===== src/rtl/game_flow_ctrl.sv =====
// Top-level flow sequencer for the Sudoku display: MENU/GAME/OVER screen state,
// BCD MM:SS play timer, local connect request and one-cycle start pulses.
module game_flow_ctrl #(
  parameter int TICKS_PER_SEC = 100000000
) (
  input  logic        clka,
  input  logic        rst,
  input  logic        MOUSE_LEFT,
  input  logic        mouse_on_start_button,
  input  logic        mouse_on_connect_button,
  input  logic        mouse_on_return_button,
  input  logic        board_solved,
  input  logic        receive_connect,
  input  logic        receive_start,
  output logic [1:0]  state,
  output logic        send_connect,
  output logic        send_start,
  output logic        new_game,
  output logic [15:0] time_spent
);

  localparam int TW = (TICKS_PER_SEC > 2) ? $clog2(TICKS_PER_SEC) : 1;
  localparam logic [TW-1:0] TICK_MAX = TW'(TICKS_PER_SEC - 1);
  localparam logic [15:0]   TIME_SAT = 16'h9959;

  typedef enum logic [1:0] {
    SMENU = 2'd0,
    SGAME = 2'd1,
    SOVER = 2'd2,
    SBAD  = 2'd3
  } state_t;

  state_t        state_q, state_d;
  logic [TW-1:0] tick_q, tick_d;
  logic [15:0]   time_q, time_d;
  logic          send_connect_q, send_connect_d;
  logic          send_start_q, send_start_d;
  logic          new_game_q, new_game_d;
  logic          prev_left_q, prev_left_d;

  logic click, local_start, peer_start, wrap;

  // One-second BCD increment; minutes carry stops at the tens digit,
  // saturation at 99:59 is handled by the caller.
  function automatic logic [15:0] bcd_inc(input logic [15:0] t);
    logic [3:0] m1, m0, s1, s0;
    {m1, m0, s1, s0} = t;
    if (s0 != 4'd9) s0 = s0 + 4'd1;
    else begin
      s0 = 4'd0;
      if (s1 != 4'd5) s1 = s1 + 4'd1;
      else begin
        s1 = 4'd0;
        if (m0 != 4'd9) m0 = m0 + 4'd1;
        else begin
          m0 = 4'd0;
          m1 = m1 + 4'd1;
        end
      end
    end
    return {m1, m0, s1, s0};
  endfunction

  assign click       = MOUSE_LEFT & ~prev_left_q;
  assign local_start = click & mouse_on_start_button;
  assign peer_start  = receive_start & receive_connect;
  assign wrap        = (tick_q == TICK_MAX);

  always_comb begin
    state_d        = state_q;
    tick_d         = tick_q;
    time_d         = time_q;
    send_connect_d = send_connect_q;
    send_start_d   = 1'b0;
    new_game_d     = 1'b0;
    prev_left_d    = MOUSE_LEFT;
    case (state_q)
      SMENU: begin
        if (local_start || peer_start) begin
          state_d      = SGAME;
          time_d       = 16'h0000;
          tick_d       = '0;
          new_game_d   = 1'b1;
          send_start_d = local_start & send_connect_q;
        end else if (click && mouse_on_connect_button) begin
          send_connect_d = ~send_connect_q;
        end
      end
      SGAME: begin
        tick_d = wrap ? '0 : tick_q + 1'b1;
        // Solving freezes the display at its pre-edge value.
        if (board_solved) state_d = SOVER;
        else if (wrap && time_q != TIME_SAT) time_d = bcd_inc(time_q);
      end
      SOVER: begin
        if (click && mouse_on_return_button) state_d = SMENU;
      end
      default: state_d = SMENU;
    endcase
  end

  always_ff @(posedge clka) begin
    if (rst) begin
      state_q        <= SMENU;
      tick_q         <= '0;
      time_q         <= 16'h0000;
      send_connect_q <= 1'b0;
      send_start_q   <= 1'b0;
      new_game_q     <= 1'b0;
      prev_left_q    <= 1'b0;
    end else begin
      state_q        <= state_d;
      tick_q         <= tick_d;
      time_q         <= time_d;
      send_connect_q <= send_connect_d;
      send_start_q   <= send_start_d;
      new_game_q     <= new_game_d;
      prev_left_q    <= prev_left_d;
    end
  end

  assign state        = state_q;
  assign send_connect = send_connect_q;
  assign send_start   = send_start_q;
  assign new_game     = new_game_q;
  assign time_spent   = time_q;

endmodule


===== config.mk =====
export PLATFORM = sky130hd
export DESIGN_NAME = game_flow_ctrl
export DESIGN_NICKNAME = d
export VERILOG_FILES = /design/src/rtl/game_flow_ctrl.sv
export SDC_FILE = /design/constraint.sdc
export NUM_CORES = 1
export LEC_CHECK = 0
export ABC_CLOCK_PERIOD_IN_PS = 2150
export CAP_MARGIN = 20
export CORE_AREA = 2 2 105 107
export CTS_BUF_LIST = sky130_fd_sc_hd__clkbuf_2 sky130_fd_sc_hd__clkbuf_4 sky130_fd_sc_hd__clkbuf_8
export DETAILED_ROUTE_END_ITERATION = 12
export DIE_AREA = 0 0 107 109
export GPL_ROUTABILITY_DRIVEN = 0
export GPL_TIMING_DRIVEN = 0
export MAX_ROUTING_LAYER = met4
export SLEW_MARGIN = 10
export SYNTH_ARGS = -nofsm -noshare
export SYNTH_HDL_FRONTEND = slang
export SYNTH_SLANG_ARGS = --single-unit

===== constraint.sdc =====
create_clock -name clka -period 2.15 [get_ports clka]
set_input_delay 0.43 -clock clka [delete_from_list [all_inputs] [get_ports clka]]
set_output_delay 0.43 -clock clka [all_outputs]
set_load 0.01 [all_outputs]

==> results by group <==
Critical path
  • Worst setup path category: flop to flop
  • Flop2flop setup slack: 70 ps
  • Nature of the critical path startpoint: flop
  • Worst Setup SP: tick_q[0]
  • Sequence of cells on the critical path: ha_2 > and3_1 > nand2_2 > nor3_4 > buf_4 > o41ai_1 > a21oi_2 > mux2_1
  • Worst R2R Path Depth: 8
  • Crit path DAT: 2270 ps
  • Crit path buf inv count: 1
  • Delay-heaviest family, CP: simple AND/OR/NAND/NOR gates
  • CP max stage delay: 380 ps
  • Critical path's slowest cell: dfxtp_4
  • Reg-to-Reg End: time_spent[1]
  • Worst Path Max Fanout: 8
  • Data required, critical path: 2350 ps
  • CP endpoint kind: flop
  • FF-to-FF Start: tick_q[0]

Clocking
  • CTS tree: built
  • CTS sink count: 49
  • Htree depth: 2
  • CTS clk-pin slew, worst paths: 90 ps
  • Total CTS buffers: 5
  • Worst-Skew Late Latency: 310 ps
  • CTS max path bufs: 2
  • Clk root buf: clkbuf_8
  • Hold buffers post-CTS: 0

STA
  • Worst-margin pin slew: 587 ps
  • Final period utilization: 0.966
  • Final worst setup slack: 72.0 ps
  • Setup violators final: 0
  • Final Hold Viols: 0
  • Clock Skews: 11.6 ps
  • Fmax: 481 MHz
  • Slew Viols, Final: 0
  • Max_slew headroom: 0.609
  • Minimum clock period: 2080 ps

Pwr
  • Maximum VDD drop: 0.216 mV
  • Sequential power share: 0.530
  • Clock power share: 0.318
  • Total power draw: 0.00179 W
  • Pwr per Cell Area: 535 nW/µm²
  • Psw: 0.000484 W
  • Cell-internal power: 0.00130 W
  • Combinational Power Share: 0.152
  • LEAKAGE: 1.15 nW
  • Sw frac: 0.271

Global route
  • Vias in the first global route: 2331
  • Grt ovf: 0
  • First-pass GRT wire length: 10900 µm
  • Total GRT Usage: 0.117
  • Initial antenna violation count: 0
  • Largest net degree at the start of global routing: 16

Floorplanning
  • Die X: 107 µm
  • Core Rows: 38
  • Die area: 11700 µm²
  • Starting Density: 0.244
  • Core area: 10600 µm²
  • Die extent in y: 109 µm
  • Top-level port count: 30

Yosys
  • Post-Synthesis Net Count: 326
  • Syn. warnings: 0
  • Distinct cells, synth: 54
  • Register bit total from synthesis: 49
  • Number of synthesized flops with an enable pin: 0
  • Mapped Area: 2590 µm²
  • Cell taking the most area after synthesis: dfxtp_1
  • Sequential area share after synthesis: 0.379
  • Synth Area per Inst: 8.41 µm²
  • Post-synth top cells: 49 x dfxtp_1, 44 x nor2_1, 24 x nand2_1
  • Post-Synthesis Cells: 308
  • Top cell type's share of synthesized area: 0.379
  • Ys flop type: dfxtp_1
  • Asr flop ratio synth: 0
  • Count leader, synth: dfxtp_1
  • Top area cells in the synthesized netlist: dfxtp_1 38%, nor2_1 6.4%, xor2_1 6.1%

Placement
  • Place WS: -439 ps
  • Post-DP HPWL: 4660 µm
  • Port Buffer Count: 28

Drt
  • Drt wl/cell: 13.0 µm
  • DR DRC count: 0
  • DRT Pass-1 Iters: 4
  • Via/cell ratio: 4.94
  • Post-route antenna net violation count: 0
  • WL final: 6420 µm
  • 1st-iter DRT viols: 84
  • Via count: 2432

Final layout
  • Final Util: 0.315
  • Syn-to-layout area delta: 28.8%
  • Final #Nets: 369
  • Antenna cells: 0
  • Layout cell share with drive strength beyond 1: 0.165

Worst hold path
  • Min-Delay Endpoint: tick_q[24]
  • Worst Hold Class: flop to flop
  • Hold path depth: 2
  • Hold Path Origin: tick_q[24]

Run status
  • Status: finished clean

Job
  • Max Cap Viol: 0
==> worst min-delay path, cell delays in order (launching register included) <==
cell     delay (ps)
dfxtp_1         320
o21ai_1          70
a21oi_1          60
==> state kept, by name, indices dropped and copies added, names as in the netlist <==
name          count
new_game          1
send_start        1
send_connect      1
time_spent       16
prev_left_q       1
state             2
tick_q           27
==> worst max path at each step <==
stage / slack, ps / cells after the start / endpoint
6_report: 70 / 8 / time_spent[1]
5_1_grt: -10 / 8 / time_spent[1]
4_1_cts: -10 / 8 / time_spent[1]
3_5_place_dp: -440 / 7 / time_spent[6]
3_3_place_gp: -360 / 7 / time_spent[6]
2_1_floorplan: 250 / 7 / time_spent[10]
==> power by group through the flow <==
stage / combinational, W / clock, W / sequential [W]
CTS: 0.000241 / 0.000591 / 0.000944
global route: 0.000300 / 0.000629 / 0.000948
global placement: 0.000228 / 0 / 0.000964
detailed placement: 0.000232 / 0 / 0.000965
finish: 0.000272 / 0.000569 / 0.000946
floorplan: 0.000144 / 0 / 0.000966
==> cell type report <==
type / instances / area [µm²]
tap: 140 / 175
inverter: 5 / 18.8
clock inverter: 2 / 13.8
clock buffer: 6 / 82.6
timing repair buffer: 36 / 339
fill: 1098 / 7260
multi-input combinational: 247 / 1680
buffer: 7 / 36.3
sequential: 49 / 995
==> cells in the final DEF (no fill, tap or decap), drive strengths merged, types with 4 or more instances in the layout <==
cell type and count:
a21oi 16, a311oi 5, a31oi 4, and2 4, and3 13, buf 12, clkbuf 9, clkdlybuf4s50 27
dfxtp 49, ha 9, inv 5, nand2 24, nand3 14, nand3b 4, nand4 15, nor2 44
nor3 12, o21ai 17, or3 4, xor2 18
==> per-stage QoR <==
stage,hold WS [ps],instances,TNS [ps],instance area (µm²)
3_3_place_gp,466,476,-4880,3050
3_5_place_dp,483,476,-6420,3050
6_report,498,492,0,3340
2_1_floorplan,458,308,0,2590
4_1_cts,496,485,-40.3,3180
5_1_grt,533,492,-13.6,3340
==> routing by layer <==
metal,vias up,GRT usage,routed length [µm]
met1,1174,0.146,3080
met2,36,0.195,3090
li1,1213,-,-
met5,-,-,0
met4,0,0.0278,87
met3,9,0.0227,161
==> logic make-up after synthesis <==
family / count (synthesis) / synth area share
mux: 4 / 0.0159
fa+ha+maj: 9 / 0.0435
buf+inv: 12 / 0.0193
flops: 49 / 0.379
compound gates: 55 / 0.143
xor+xnor: 21 / 0.0710
simple gates: 158 / 0.329
==> what timing repair did <==
| action | 4_1_cts | 5_1_grt |
|---|---|---|
| buffers inserted | 1 | 7 |
| pin swaps | 2 | 9 |
| endpoints found under the setup margin | 15 | 36 |
| hold endpoints to repair | 0 | 0 |
| gates resized for setup | 8 | 30 |
No activity file was read; power rests on OpenSTA's default activity.
